==> src/rtl/mac_pkg.sv <==
// Shared MAC subsystem definitions: image float field widths, partial-product
// term format, and the accumulator FSM state encoding.
package mac_pkg;

    // Image float format: {S, E[IMG_EXP_W-1:0], M[IMG_MANT_W-1:0]}
    localparam int unsigned IMG_EXP_W  = 5;
    localparam int unsigned IMG_MANT_W = 2;
    localparam int unsigned IMG_W      = 1 + IMG_EXP_W + IMG_MANT_W;

    // Partial-product term: {sign, leading one, mant[1:0]} plus exponent
    localparam int unsigned PP_W       = 4;
    localparam int unsigned PP_EXP_W   = 6;
    localparam int unsigned PP_EXP_MAX = 37;

    // Width of the static cost figure reported by every cell
    localparam int unsigned COST_W     = 51;

    typedef enum logic [1:0] {
        StAcc  = 2'd0,
        StNorm = 2'd1,
        StOut  = 2'd2
    } acc_state_e;

endpackage

==> src/rtl/leading_one_detector.sv <==
// Combinational leading-one detector.
//   mag    in  W         : unsigned magnitude
//   pos    out clog2(W)  : bit index of the most significant set bit (0 when zero)
//   zero   out 1         : mag is all zeros
//   number out COST_W    : static cost figure, one priority cell per input bit
module leading_one_detector
    import mac_pkg::*;
#(
    parameter int unsigned W = 48
) (
    input  logic [W-1:0]         mag,
    output logic [$clog2(W)-1:0] pos,
    output logic                 zero,
    output logic [COST_W-1:0]    number
);

    localparam int unsigned PW = $clog2(W);

    // Scan upward so the highest set bit is the last assignment to win
    always_comb begin
        pos = '0;
        for (int i = 0; i < int'(W); i++) begin
            if (mag[i]) begin
                pos = PW'(i);
            end
        end
    end

    assign zero   = (mag == '0);
    assign number = COST_W'(W);

endmodule

==> src/rtl/pp_accumulator.sv <==
// Accumulates N_TERMS sign-magnitude partial products into an exact two's
// complement register (LSB = 2^-2), then normalizes the sum into the 8-bit
// image float {S, E[4:0], M[1:0]} with truncation, flush-to-zero and saturation.
//   clk, rst_n             : clock, synchronous active-low reset
//   in_valid/in_ready      : term handshake on pp / exp
//   pp, exp                : term {sign, lead, mant[1:0]} and exponent 0..37
//   out_valid/out_ready    : result handshake on out_data
//   out_data               : normalized result
//   number                 : static cost figure of instantiated cells
module pp_accumulator
    import mac_pkg::*;
#(
    parameter int unsigned N_TERMS   = 9,
    parameter int unsigned ACC_W     = 48,
    parameter int unsigned OUT_SHIFT = 3
) (
    input  logic                clk,
    input  logic                rst_n,
    input  logic                in_valid,
    output logic                in_ready,
    input  logic [PP_W-1:0]     pp,
    input  logic [PP_EXP_W-1:0] exp,
    output logic                out_valid,
    input  logic                out_ready,
    output logic [IMG_W-1:0]    out_data,
    output logic [COST_W-1:0]   number
);

    localparam int unsigned CNT_W = (N_TERMS > 1) ? $clog2(N_TERMS) : 1;
    localparam int unsigned POS_W = $clog2(ACC_W);

    acc_state_e             state_q, state_d;
    logic [ACC_W-1:0]       acc_q, acc_d;
    logic [CNT_W-1:0]       cnt_q, cnt_d;
    logic [IMG_W-1:0]       out_q, out_d;

    logic [ACC_W-1:0]       mag;
    logic [ACC_W-1:0]       abs_v;
    logic                   sign;
    logic [POS_W-1:0]       lod_pos;
    logic                   lod_zero;
    logic [COST_W-1:0]      lod_number;
    logic                   xfer;
    int                     e_int;
    logic [IMG_MANT_W-1:0]  mant;
    logic [IMG_W-1:0]       result;

    // Term magnitude; pp = 0 yields 0 regardless of exp
    assign mag   = ACC_W'(pp[2:0]) << exp;
    assign sign  = acc_q[ACC_W-1];
    assign abs_v = sign ? (~acc_q + 1'b1) : acc_q;
    assign xfer  = in_valid && in_ready;

    leading_one_detector #(
        .W (ACC_W)
    ) u_lod (
        .mag    (abs_v),
        .pos    (lod_pos),
        .zero   (lod_zero),
        .number (lod_number)
    );

    assign number = lod_number;

    // Normalization: value = 1.M * 2^(p-2) in real units, so E = p - 2 - OUT_SHIFT.
    // Appending two zero LSBs supplies the missing mantissa bits when p < 2.
    always_comb begin
        e_int  = int'(lod_pos) - 2 - int'(OUT_SHIFT);
        mant   = IMG_MANT_W'({abs_v, 2'b00} >> lod_pos);
        result = '0;
        if (lod_zero || (e_int < 0) || ((e_int == 0) && (mant == '0))) begin
            result = '0;
        end else if (e_int > 31) begin
            result = {sign, 5'h1F, 2'b11};
        end else begin
            result = {sign, IMG_EXP_W'(e_int), mant};
        end
    end

    always_comb begin
        state_d   = state_q;
        acc_d     = acc_q;
        cnt_d     = cnt_q;
        out_d     = out_q;
        in_ready  = 1'b0;
        out_valid = 1'b0;
        unique case (state_q)
            StAcc: begin
                in_ready = 1'b1;
                if (xfer) begin
                    acc_d = pp[3] ? (acc_q - mag) : (acc_q + mag);
                    cnt_d = cnt_q + 1'b1;
                    if (cnt_q == CNT_W'(N_TERMS - 1)) begin
                        state_d = StNorm;
                    end
                end
            end
            StNorm: begin
                out_d   = result;
                state_d = StOut;
            end
            StOut: begin
                out_valid = 1'b1;
                if (out_ready) begin
                    acc_d   = '0;
                    cnt_d   = '0;
                    state_d = StAcc;
                end
            end
            default: begin
                state_d = StAcc;
                acc_d   = '0;
                cnt_d   = '0;
            end
        endcase
    end

    always_ff @(posedge clk) begin
        if (!rst_n) begin
            state_q <= StAcc;
            acc_q   <= '0;
            cnt_q   <= '0;
            out_q   <= '0;
        end else begin
            state_q <= state_d;
            acc_q   <= acc_d;
            cnt_q   <= cnt_d;
            out_q   <= out_d;
        end
    end

    assign out_data = out_q;

endmodule

==> config.mk <==
export PLATFORM = sky130hd
export DESIGN_NAME = pp_accumulator
export DESIGN_NICKNAME = d
export VERILOG_FILES = /design/src/rtl/mac_pkg.sv /design/src/rtl/leading_one_detector.sv /design/src/rtl/pp_accumulator.sv
export SDC_FILE = /design/constraint.sdc
export NUM_CORES = 1
export LEC_CHECK = 0
export CAP_MARGIN = 20
export CORE_AREA = 2 2 161 242
export DETAILED_ROUTE_END_ITERATION = 10
export DIE_AREA = 0 0 163 244
export PLACE_DENSITY = 0.57
export REMOVE_ABC_BUFFERS = 1
export SKIP_LAST_GASP = 1
export SLEW_MARGIN = 30
export SYNTH_ARGS = -nofsm -noshare
export SYNTH_HDL_FRONTEND = slang
export SYNTH_HIERARCHICAL = 1
export SYNTH_SLANG_ARGS = --single-unit
==> constraint.sdc <==
create_clock -name clk -period 15.3 [get_ports clk]
set_clock_uncertainty 0.1 [all_clocks]
set_input_delay 2.295 -clock clk [delete_from_list [all_inputs] [get_ports clk]]
set_output_delay 2.295 -clock clk [all_outputs]
set_load 0.005 [all_outputs]
### Yosys cells after proc, flatten, opt, wreduce, memory -nomap -nowiden

Index checks and enable logic that the tools add are counted.

* mux-type cells: 63
* reductions and logical operators: 10
* add/sub/neg operators: 6
* bitwise logic cells: 2
* shift operators: 2
* equal/unequal tests: 6
* magnitude comparators: 2

Operator list (number)
* $mux W48: 4
* $pmux W48 S3: 1
* $mux W6: 16
* $mux W5: 16
* $shr A50 B6 Y2: 1
* $add A48 B1 Y48 const B: 1
* $add A48 B48 Y48: 1
* $logic_not A48 Y1: 1
* $not A48 Y48: 1
* $shl A3 B6 Y48: 1
* $sub A48 B48 Y48: 1
* $mux W4: 10
* $logic_not A32 Y1: 1
* $mux W3: 4
* $pmux W4 S3: 1
* $mux W2: 5
* $gt A8 B6 Y1 const B: 1
* $lt A8 B1 Y1 const B: 1
* $mux W8: 1
* $sub A7 B3 Y8 const B: 1
* $mux W7: 1
* $sub A6 B2 Y7 const B: 1
* $ne A2 B2 Y1 const B: 3
* $pmux W2 S3: 1
* other kinds (10): 16

* logic and storage cells: 95
* register bits: 62

### Depth between registers and ports, before layout

* word-level depth: 56
* depth in mapped cells: 27

### Modules after synthesis

Netlist, hierarchy kept.

By module, submodules not included
* pp_accumulator: area an instance 10156.0 µm², sequential area each 1241.2 µm², instances 1, cells each 1478
* leading_one_detector: area an instance 989.7 µm², sequential area each 0.0 µm², instances 1, cells each 148

### Worst setup path before layout

No wires, ideal clock.

* path type: input port to flip-flop
* start: input exp[0]
* end: register acc_q[47]
* arrival time: 6.565 ns
* cell stages on the path: 22
* setup slack: 8.511 ns
* path through: clkbuf_1 > clkbuf_1 > mux2i_1 > nand2b_1 > or2_2 > ha_1 > o21a_1 > o2111a_1 > a21oi_1 > o32a_1 > ha_1 > clkbuf_1 > nand4_1 > nor3_1 > nand4_1 > a211oi_1 > o21ai_0 > and2_1 > a31oi_1 > a311oi_1 > xnor2_1 > o21ai_1

* cells in the longest elaborated chain, start to end: 5

Ends and longest elaborated chain
* from (decl): RTL line pp_accumulator.sv:22 `input logic [PP_EXP_W-1:0] exp,`
* $shl A3 B6 Y48 (*): RTL line pp_accumulator.sv:49 `assign mag = ACC_W'(pp[2:0]) << exp;`
* $add A48 B48 Y48 or $sub A48 B48 Y48 (tied branches): RTL line pp_accumulator.sv:91 `acc_d = pp[3] ? (acc_q - mag) : (acc_q + mag);`
* $mux W48 (*): RTL line pp_accumulator.sv:91
* $mux W48 (*): RTL line pp_accumulator.sv:90 `if (xfer) begin`
* $pmux W48 S3 (*): RTL line pp_accumulator.sv:87 `unique case (state_q)`
* to (signal assigned): RTL line pp_accumulator.sv:121 `acc_q <= '0;`
* to (signal assigned): RTL line pp_accumulator.sv:126 `acc_q <= acc_d;`
* to (decl): RTL line pp_accumulator.sv:33 `logic [ACC_W-1:0] acc_q, acc_d;`

Mark *: on every way between the ends. The rest lies on a longest branch, timed or not. The select of a mux whose other input is x is not followed.
A chain may end at the register's enable or synchronous reset.

### Worst setup path after layout

* start: input exp[1]
* end: register acc_q[47]

Same word-level chain as after synthesis.

==> metrics.yaml <==
netlist_area_mm2: 0.0111
cp-end-kind: "flop"
root_buffer: "clkbuf_16"
worstPathRequired_ns: 15.43
synth-main-ff-cell: "dfxtp_1"
placed_area_mm2: 0.0115
maxSlewHeadroom_pct: 42.1
synthCells: 1626
synth_area_per_cell_um2: 6.85
crit_arrival_ns: 8.58
critPathLaunchType: "input port"
grt_overflow: 0
max-cap-violations: 0
r2r_start: "acc_q[0]$_SDFFE_PN0P_"
cts.sinks: 62
synth_top_cell_by_area: "dfxtp_1"
path_clk_slew_ns: 0.06
path_max_fanout: 26
p_per_area_mw_per_mm2: 269
die_area_mm2: 0.0398
drc: 0
cts-buffers-inserted: 9
clockBufferDepth: 2
worst_skew_pair.late_latency_ns: 0.35
synthAdderAreaFrac_pct: 6.67
avgRoutedWirePerCell_um: 19.7
final_cell_mix: "148 x nand2_1, 141 x a21oi_1, 138 x nor2_1"
critPathSlowestCell: "clkdlybuf4s50_1"
post-place-ws_ns: 6.55
fillers: 4071
synth_compound_area_share_pct: 34.2
crit_chain: "clkdlybuf4s50_1, mux2_2, a22oi_1, nor2_1, or3_1, nor2_1, o21a_1, and2_1, a21oi_1, o32a_1, ha_1, and3_1, and3_1, nor2b_1, a32oi_1, and2_1, a31oi_1, a311oi_1, xnor2_1, o21ai_1"
core-area_mm2: 0.0376
ir_drop_uv: 162
cts_setup_buffers: 0
tns_ns: 0
period_share_pct: 55.2
leakagePower_nw: 4.51
hpwl_mm: 31.7
layout_commonest_cell: "nand2_1"
htree_levels: 3
hp-start: "cnt_q[3]$_SDFFE_PN0P_"
yosys.area_share.simple_pct: 28.1
die_h_um: 244
yosysTopAreaCellShare_pct: 11.1
die_width_um: 163
rsz0062_at_grt: "false"
whs_endpoint: "state_q[0]$_SDFFE_PN0P_"
nets: 1641
diodes: 0
min_path_cells: 2
synth_xor_area_share_pct: 8.48
antenna_found_initial: 0
drt-vias-per-instance: 5.90
synth_top_family_by_area: "compound AO/OA/AOI/OAI gates"
ant_nets: 0
synth_edf_count: 0
r2r_cells: 22
fp-row-count: 87
wl_mm: 40.6
synthDistinctLibCells: 101
track_usage_pct: 20.2
ff2ff_setup_slack_ns: 8.26
grt_pass1_vias: 11600
postLayoutSetupSlackWorst_ns: 6.85
asyncSetResetFlopFracSynth_pct: 0
port_buffers: 23
ys_top_cells_by_area: "dfxtp_1 11%, ha_1 6.4%, a21oi_1 6.3%"
ys.warnings.count: 6
syn_to_final_growth_pct: 6.04
hold_viol: 0
grt_max_degree: 60
drive_above_1_share_pct: 5.97
r2r-end: "out_data[6]$_SDFFE_PN0P_"
cts_tree: "done"
final-setup-viol-count: 0
design_area_mm2: 0.0118
post-route-min-period_ns: 8.45
slew_viol_final: 0
power.total_mw: 3.18
hp-class: "reg -> reg"
ys_seq_area_share_pct: 11.1
drtIter0Drc: 980
grt_pass1_wl_mm: 63.9
fmax_ghz: 0.118
status: "finished, final reports clean"
initial_core_util_pct: 29.7
gp_congestion: 0.981
path_class: "in -> reg"
drt_pass1_iterations: 5
ioPinCount: 75
ys_ff_latch: 62
synthMuxAreaShare_pct: 1.68
hold_buffers: 0
cts_resized: 0
cpPeakStageDelay_ns: 1.00
worst_pin_slew_ns: 0.869
vias: 12200
[kinds of logic after synthesis]
kind of cell             Yosys count
AND/OR/NAND/NOR                  596
AO/OA/AOI/OAI                    561
buffers and inverters            222
XOR/XNOR                         107
flip-flops                        62
adder cells (fa/ha/maj)           59
multiplexers                      17
other                              2
[state kept, by name (all words and copies together), names as in the netlist]
signal	flops
cnt_q	4
acc_q	48
out_data	8
state_q	2
[where the power goes]
part           internal (mW)  switching [mW]  total [mW]
clock network          0.143          0.0848       0.228
registers              0.206           0.128       0.334
logic                  0.953            1.67        2.62
total                   1.30            1.88        3.18
[area by class of cell]
cell class,instances,area (um2),share of cell area (%)
Inverter,62,233,1.97
Timing Repair Buffer,43,375,3.18
Tap cell,489,612,5.18
Sequential cell,62,1240,10.5
Clock inverter,7,97.6,0.826
Clock buffer,9,225,1.91
Multi-Input combinational cell,1391,9030,76.4
[through the flow]
step	instances	hold slack [ns]	utilization, %
after floorplan	1515	0.326	-
after global routing	2063	0.378	31.5
after global placement	2047	0.336	30.6
final	2063	0.345	31.5
after detailed placement	2047	0.341	30.6
after CTS	2063	0.350	31.5
[routing by layer]
metal	vias up	track usage (%)	part of all wire, %
met4	0	12.7	6.5
met2	471	36.3	50
met5	-	0	0
met3	137	1.83	4.2
met1	5719	22.6	39
li1	5850	-	-
[cell usage after synthesis, drive strengths merged, types with 6 or more instances]
library cell	number
o21ai	115
o41ai	11
nor2	138
nor4	34
or2	9
nor2b	33
o31ai	21
inv	59
o311ai	8
nand2	148
and2	14
o21a	10
a22o	10
a31oi	19
mux2i	12
a21o	40
a211o	9
a41oi	8
o2111ai	12
ha	57
nand4	23
nor3	54
nand3	51
a2111oi	7
clkbuf	84
a22oi	9
dfxtp	62
o22ai	13
a21oi	141
and3	20
or4	12
xnor2	60
a21boi	18
o21bai	8
or3	14
a211oi	24
nand2b	22
a221oi	6
a311oi	6
buf	76
o32a	11
xor2	47
o211ai	9
[worst max-delay path by stage]
stage,start,depth (start not counted),to
3_3_place_gp,exp[1],20,acc_q[47]$_SDFFE_PN0P_
3_5_place_dp,exp[1],20,acc_q[47]$_SDFFE_PN0P_
5_1_grt,exp[1],20,acc_q[47]$_SDFFE_PN0P_
2_1_floorplan,acc_q[47]$_SDFFE_PN0P_,18,out_data[7]$_SDFFE_PN0P_
4_1_cts,exp[1],20,acc_q[47]$_SDFFE_PN0P_
6_report,exp[1],20,acc_q[47]$_SDFFE_PN0P_
[worst max-delay path, delay by kind of cell]
| family | cells | cell delay, ns |
|---|---|---|
| buffers and inverters | 1 | 1.00 |
| adder cells (fa/ha/maj) | 1 | 0.37 |
| XOR/XNOR | 1 | 0.16 |
| multiplexers | 1 | 0.45 |
| AO/OA/AOI/OAI | 8 | 2.08 |
| AND/OR/NAND/NOR | 8 | 2.21 |
(Power assumes the default switching activity.)
